[config.mk]
export PLATFORM = sky130hd
export DESIGN_NAME = note_detector
export DESIGN_NICKNAME = d
export VERILOG_FILES = /design/src/rtl/note_pkg.sv /design/src/rtl/note_classify.sv /design/src/rtl/note_detector.sv
export SDC_FILE = /design/constraint.sdc
export NUM_CORES = 1
export LEC_CHECK = 0
export BUFFER_PORTS_ARGS = -buffer_cell sky130_fd_sc_hd__buf_2
export CAP_MARGIN = 5
export CORE_ASPECT_RATIO = 1.1
export CORE_MARGIN = 2
export CORE_UTILIZATION = 50
export DETAILED_ROUTE_END_ITERATION = 7
export HOLD_SLACK_MARGIN = 0.08
export PLACE_DENSITY = 0.8
export SYNTH_ARGS = -nofsm -noshare
export SYNTH_HDL_FRONTEND = slang
export SYNTH_SLANG_ARGS = --single-unit
[constraint.sdc]
create_clock -name clk_125mhz -period 4.8 [get_ports clk_125mhz]
set_clock_uncertainty 0.2 [all_clocks]
set_input_delay 0.24 -clock clk_125mhz [delete_from_list [all_inputs] [get_ports clk_125mhz]]
set_output_delay 0.24 -clock clk_125mhz [all_outputs]
set_load 0.01 [all_outputs]
[src/rtl/note_pkg.sv]
// note_pkg: note codes, pitch windows and FSM states shared by the note detector.
package note_pkg;
   localparam int NOTE_NONE = 0;
   localparam int NUM_NOTES = 13;
   localparam int TOL_SHIFT = 6;
   localparam int unsigned NOTE_NOM [1:NUM_NOTES] = '{59726, 56374, 53210, 50222, 47402, 44742, 42234,
                                                     39862, 37626, 35514, 33522, 31638, 29862};
   function automatic int unsigned note_bound(input int k, input bit hi);
      return hi ? NOTE_NOM[k] + (NOTE_NOM[k] >> TOL_SHIFT) : NOTE_NOM[k] - (NOTE_NOM[k] >> TOL_SHIFT);
   endfunction
   localparam int unsigned NOTE_LO [1:NUM_NOTES] = '{note_bound(1, 0), note_bound(2, 0), note_bound(3, 0),
      note_bound(4, 0), note_bound(5, 0), note_bound(6, 0), note_bound(7, 0), note_bound(8, 0),
      note_bound(9, 0), note_bound(10, 0), note_bound(11, 0), note_bound(12, 0), note_bound(13, 0)};
   localparam int unsigned NOTE_HI [1:NUM_NOTES] = '{note_bound(1, 1), note_bound(2, 1), note_bound(3, 1),
      note_bound(4, 1), note_bound(5, 1), note_bound(6, 1), note_bound(7, 1), note_bound(8, 1),
      note_bound(9, 1), note_bound(10, 1), note_bound(11, 1), note_bound(12, 1), note_bound(13, 1)};
   typedef enum logic {IDLE, MEASURE} state_t;
endpackage

[src/rtl/note_classify.sv]
// note_classify: maps a measured period to a note code, 0 when no window matches.
module note_classify
   import note_pkg::*;
#(
   parameter int PERIOD_W = 20
) (
   input  logic [PERIOD_W-1:0] p,
   output logic [3:0]          code
);
   logic [PERIOD_W:0] pe;
   assign pe = {1'b0, p};
   // windows never overlap, so scanning downward leaves the lowest matching code
   always_comb begin
      code = 4'(NOTE_NONE);
      for (int k = NUM_NOTES; k >= 1; k--)
         if (pe >= (PERIOD_W+1)'(NOTE_LO[k]) && pe <= (PERIOD_W+1)'(NOTE_HI[k]))
            code = 4'(k);
   end
endmodule

[src/rtl/note_detector.sv]
// note_detector: measures the spacing of rising edges on tone_in and reports a
// debounced note code, the last period and a pulse on every note change.
module note_detector
   import note_pkg::*;
#(
   parameter int SYNC_STAGES = 2,
   parameter int MATCH_COUNT = 3,
   parameter int TIMEOUT     = 131072,
   parameter int PERIOD_W    = 20
) (
   input  logic                clk_125mhz,
   input  logic                reset,
   input  logic                tone_in,
   output logic [7:0]          note,
   output logic [PERIOD_W-1:0] period,
   output logic                irq
);
   localparam int MW = $clog2(MATCH_COUNT + 1);
   state_t                 state;
   logic [SYNC_STAGES-1:0] sync;
   logic                   sync_prev, rise, valid;
   logic [PERIOD_W-1:0]    count;
   logic [3:0]             code, cand, note_r;
   logic [MW-1:0]          match, next_match;

   assign rise = sync[SYNC_STAGES-1] & ~sync_prev;
   assign note = {4'b0, note_r};
   assign next_match = (code != cand) ? MW'(1) : (match == MW'(MATCH_COUNT)) ? match : match + MW'(1);

   note_classify #(.PERIOD_W(PERIOD_W)) u_classify (.p(period), .code(code));

   // valid marks the cycle after a period is registered, when its code is debounced
   always_ff @(posedge clk_125mhz or posedge reset)
      if (reset) begin
         state     <= IDLE;
         sync      <= '0;
         sync_prev <= 1'b0;
         count     <= '0;
         valid     <= 1'b0;
         period    <= '0;
         cand      <= '0;
         match     <= '0;
         note_r    <= '0;
         irq       <= 1'b0;
      end else begin
         sync      <= {sync[SYNC_STAGES-2:0], tone_in};
         sync_prev <= sync[SYNC_STAGES-1];
         valid     <= 1'b0;
         irq       <= 1'b0;
         if (state == IDLE) begin
            count <= '0;
            if (rise) state <= MEASURE;
         end else if (rise) begin
            period <= count + PERIOD_W'(1);
            count  <= '0;
            valid  <= 1'b1;
         end else if (count == PERIOD_W'(TIMEOUT - 1)) begin
            period <= PERIOD_W'(TIMEOUT);
            count  <= '0;
            state  <= IDLE;
            cand   <= '0;
            match  <= '0;
            note_r <= '0;
            irq    <= (note_r != '0);
         end else
            count <= count + PERIOD_W'(1);
         if (valid) begin
            cand  <= code;
            match <= next_match;
            if (next_match == MW'(MATCH_COUNT) && code != note_r) begin
               note_r <= code;
               irq    <= 1'b1;
            end
         end
      end
endmodule

## Yosys cells after proc, flatten, opt, wreduce, memory -nomap -nowiden

Cells that the tools add are included.

| operators by class | value |
|---|---|
| add/subtract/negate cells | 2 |
| order comparisons | 26 |
| eq/ne operators | 6 |
| muxes and demuxes | 43 |
| bitwise operators | 2 |
| reduce and logical (&&, ||, !) cells | 20 |

Operators by type and width:

| kind | count |
|---|---|
| 20-bit by 16-bit >= comparator with 1-bit output, second input constant | 11 |
| 20-bit by 16-bit less-or-equal comparator with 1-bit output, second input constant | 11 |
| 20-bit 2-to-1 mux | 5 |
| 4-bit 2-to-1 mux | 22 |
| 20-bit by 15-bit >= comparator with 1-bit output, second input constant | 2 |
| 20-bit by 15-bit less-or-equal comparator with 1-bit output, second input constant | 2 |
| 20-bit by 1-bit adder with 20-bit output, second input constant | 1 |
| 20-bit by 17-bit == test with 1-bit output, second input constant | 1 |
| 1-bit logical AND | 14 |
| 2-bit 2-to-1 mux | 6 |
| 1-bit 2-to-1 mux | 10 |
| 4-bit != test | 2 |
| 2-bit nonzero test | 3 |
| 2-bit == test, second input constant | 2 |
| 4-bit nonzero test | 1 |
| 3-bit AND reduction | 1 |
| 2-bit by 1-bit adder with 2-bit output, second input constant | 1 |
| 2-bit by 1-bit != test with 1-bit output, second input constant | 1 |
| 2-bit AND reduction | 1 |
| 1-bit AND | 1 |
| 1-bit inverter | 1 |

| word-level totals | value |
|---|---|
| register bits after elaboration | 56 |
| bits of input ports | 3 |
| output and inout bits | 29 |

## Longest topological paths before layout

| depth | value |
|---|---|
| depth after elaboration | 21 |
| mapped depth | 12 |
| gate-level depth less buffers | 9 |

## By module

Synthesis repeated with hierarchy kept, for this count alone.

| second synthesis, totals | value |
|---|---|
| cells, all modules | 436 |
| area, all modules | 3,598.5 µm² |

By module, submodules not included:

| module | times used | cells each | area each (µm²) | seq. area each (µm²) |
|---|---|---|---|---|
| note_detector | 1 | 240 | 2,434.8 | 1,401.3 |
| note_classify | 1 | 196 | 1,163.6 | 0.0 |

## Least setup slack after synthesis

No wires, ideal clock.

| timing path | value |
|---|---|
| path type | register to register |
| start | register period[17] |
| end | register note_r[1] |
| arrival | 3,156 ps |
| data required time | 4,521 ps |
| setup slack | 1,364 ps |
| cell stages (with the launch flop) | 11 |
| path through | dfrtp_1 -> or4_1 -> or4b_1 -> or4b_1 -> nor4bb_1 -> nand4b_2 -> xor2_2 -> a2111oi_4 -> o311a_1 -> buf_6 -> mux2i_1 |

| on the way | value |
|---|---|
| cells in the longest elaborated chain, start to end | 21 |

Ends and longest elaborated chain:

| element | line | text |
|---|---|---|
| start, declared | note_detector.sv:15 | `output logic [PERIOD_W-1:0] period,` |
| start signal, assigned | note_detector.sv:54 | `period <= count + PERIOD_W'(1);` |
| start signal, assigned | note_detector.sv:58 | `period <= PERIOD_W'(TIMEOUT);` |
| 20-bit by 15-bit >= comparator with 1-bit output or 20-bit by 15-bit less-or-equal comparator with 1-bit output (tied branches) | note_classify.sv:16 | `if (pe >= (PERIOD_W+1)'(NOTE_LO[k]) && pe <= (PERIOD_W+1)'(NOTE_HI[k]))` |
| 1-bit logical AND | note_classify.sv:16 |  |
| 4-bit 2-to-1 mux (12 in series) | note_classify.sv:16 |  |
| 4-bit 2-to-1 mux (*) | note_classify.sv:16 |  |
| 4-bit != test | note_detector.sv:28 | `assign next_match = (code != cand) ? MW'(1) : (match == MW'(MATCH_COUNT)) ? match : match + MW'(1);` |
| 2-bit 2-to-1 mux | note_detector.sv:28 |  |
| 2-bit == test | note_detector.sv:70 | `if (next_match == MW'(MATCH_COUNT) && code != note_r) begin` |
| 1-bit logical AND | note_detector.sv:70 |  |
| 4-bit 2-to-1 mux (*) | note_detector.sv:70 |  |
| 4-bit 2-to-1 mux (*) | note_detector.sv:67 | `if (valid) begin` |
| end signal, assigned | note_detector.sv:71 | `note_r <= code;` |
| end, declared | note_detector.sv:23 | `logic [3:0] code, cand, note_r;` |

Mark *: on every way between the ends. The rest lies on a longest branch, timed or not.
A chain may end at the register's enable or synchronous reset.

## Final worst setup path

| timing path | value |
|---|---|
| start | register period[18] |
| end | register note_r[1] |

Same word-level chain as after synthesis.

==> flow_summary.ini <==
[clocking]
cts_buffers = 5
h-tree-depth = 2
cts.sinks = 56
cts_tree = done
clk_pin_slew_ns = 0.11
root_buffer = clkbuf_8
clk_path_buf_depth = 2
clk-insertion-delay-late_ns = 0.32

[outcome]
outcome = finished clean

[layout]
fill_cells = 637
nets = 443
syn2layout_area_growth_pct = 5.67
layout-drive-gt1-share_pct = 12.3
multi_input_area_sq_um = 2090
seq_area_sq_um = 1400
n_antenna_cell = 0

[worst_setup_path]
cp.required_ns = 4.84
critPathMaxFanout = 11
cp_data_arrival_time_ns = 3.97
cp-start-kind = flip-flop
end_kind = flip-flop
critPathKind = reg -> reg

[sta]
fin_tns_setup_ns = 0
slew_headroom_pct = 25.2
worst_slack_ns = 0.869
tightest_slew_ns = 1.12
timing.fmax_mhz = 254
slew_violations = 0
setup_violations = 0
timing.final.crit_period_ns = 3.93
period_share_pct = 81.9
grt_setup_unrepaired = no
hold_violations = 0

[grt]
grt_first_pass_wirelength_um = 15100
antenna_found_initial = 0
overflow = 0
grt_pass1_vias = 3057
grt_max_degree = 57
track_usage_pct = 23.3

[detailed_routing]
wl_um = 9110
ant_nets = 0
drt_iter0_drc = 522
drt_pass1_iterations = 6
drt-wirelength-per-cell_um = 17.4
vias_per_cell = 6.35
via_count = 3334
drc = 0

[floorplanning]
die_area_sq_um = 8120
dieWidth_um = 86.1
die_h_um = 94.3
start_util_pct = 52.3
core-area_sq_um = 7090
io_pins = 32
rows = 32

[synth]
syn_avg_cell_area_sq_um = 8.44
synth_largest_area_cell = dfrtp_1
syn_inst = 439
synth.top_cell.area_share_pct = 37.8
synthArstFlopShare_pct = 100
synth-edff-count = 0
yosysUniqueCellTypes = 69
yosys_warnings = 0
ys_ff_latch = 56
ys.flop_type = dfrtp_1
synth.cell_area_sq_um = 3710
yosysSeqAreaShare_pct = 37.8
yosys-top-cells-area = dfrtp_1 (38%), nand2_1 (6.1%), o21ai_0 (4.2%)

[placement]
gp_congestion = 0.938
place_ws_ns = 0.884
hpwl_um = 6370
port-buffer-count = 27

[flow_run]
maxCapViolations = 0

[pwr]
p_leak_nw = 1.72
ir_worst_vdd_v = 0.000181
powerDensity_nw_per_um2 = 294

[hold_path]
hold_class = reg -> reg
through the flow:
stage	utilization, %	total power, mW	cell area (sq um)	hold WS, ns	std cells
final	55.3	1.15	3920	0.160	525
after CTS	55.3	1.15	3920	0.162	525
after floorplan	-	0.804	3720	0.0714	442
after detailed placement	53.6	0.880	3800	0.136	515
after global routing	55.3	1.22	3920	0.183	525
after global placement	53.6	0.871	3800	0.135	515
cell families after synthesis:
group / count (synthesis) / share of synthesized area [%]
flops: 56 / 37.8
compound gates: 99 / 19.4
mux: 7 / 1.89
fa+ha+maj: 1 / 0.337
simple gates: 197 / 28.2
other cells: 1 / 0.101
buf+inv: 53 / 6.11
xor+xnor: 25 / 6.11
placed cells by master (no fill, tap or decap), types with 4 or more instances in the layout:
cell type	n
nor4b_1	5
mux2i_1	7
buf_4	4
xnor2_1	8
buf_2	27
xor2_1	16
dfrtp_1	56
o211ai_1	7
nor2_1	36
nand3_1	17
o21ai_0	30
a2111oi_0	6
nand2_1	60
inv_1	9
nand4_1	8
and2_1	4
clkbuf_8	5
a21oi_1	8
and3_1	13
conb_1	4
nor2b_1	9
nor3_1	7
nor4_1	7
final timing paths:
path	end	cells after the start	slack, ns	start
setup / recovery	note_r[1]	9	0.87	period[18]
hold / removal	sync[1]	0	0.16	sync[0]
setup reg to reg	note_r[1]	9	0.87	period[18]
hold reg to reg	sync[1]	0	0.16	sync[0]
max in group asynchronous	period[11]	3	3.15	reset
min in group asynchronous	period[13]	3	0.55	reset
repair_timing:
action,4_1_cts,5_1_grt
hold endpoints to repair,57,0
hold buffers,2,0
resized for setup,0,0
buffers inserted,0,0
worst max-delay path, stage by stage, from the launching register on:
cell and delay, ns:
dfrtp_1 0.44, or4_1 0.71, or4b_1 0.57, or4b_1 0.47
nor4bb_1 0.16, nand4b_2 0.19, xor2_2 0.11, a2111oi_4 0.40
o311a_1 0.39, mux2i_1 0.22
synth_stat cells (8+ instances only):
library cell	count
and3_1	13
inv_1	10
clkbuf_1	33
nor2_1	36
dfrtp_1	56
nor2b_1	9
xnor2_1	8
nand2_1	60
a21oi_1	8
o21ai_0	31
xor2_1	16
nand3_1	17
nand4_1	8
final cells by class:
cell class              instances  area share, %
multi-input cells             333           53.4
clock buffers                   5           1.76
inverters                      10          0.958
well taps                      85           2.71
flip-flops and latches         56           35.8
clock inverters                 3          0.703
repair buffers                 33           4.73
routing by layer:
| layer | share of wire [%] | wire [um] | track usage, % | vias to the layer above |
|---|---|---|---|---|
| met5 | 0 | 0 | 0 | - |
| li1 | - | - | - | 1580 |
| met3 | 6.1 | 559 | 3.69 | 28 |
| met1 | 42 | 3840 | 31.0 | 1583 |
| met2 | 49 | 4430 | 37.9 | 143 |
| met4 | 3.1 | 285 | 9.39 | 0 |
report_power, final:
part / internal, mW / switching, mW
sequential: 0.518 / 0.119
clock: 0.107 / 0.164
combinational: 0.108 / 0.134
total: 0.733 / 0.417
state kept, by name, indices dropped and copies added, names as in the netlist:
| signal | cells |
|---|---|
| cand | 4 |
| match | 2 |
| irq | 1 |
| state | 1 |
| note_r | 4 |
| count | 20 |
| period | 20 |
| valid | 1 |
| sync_prev | 1 |
| sync | 2 |
Note: power is estimated with default switching activity, not from simulation.
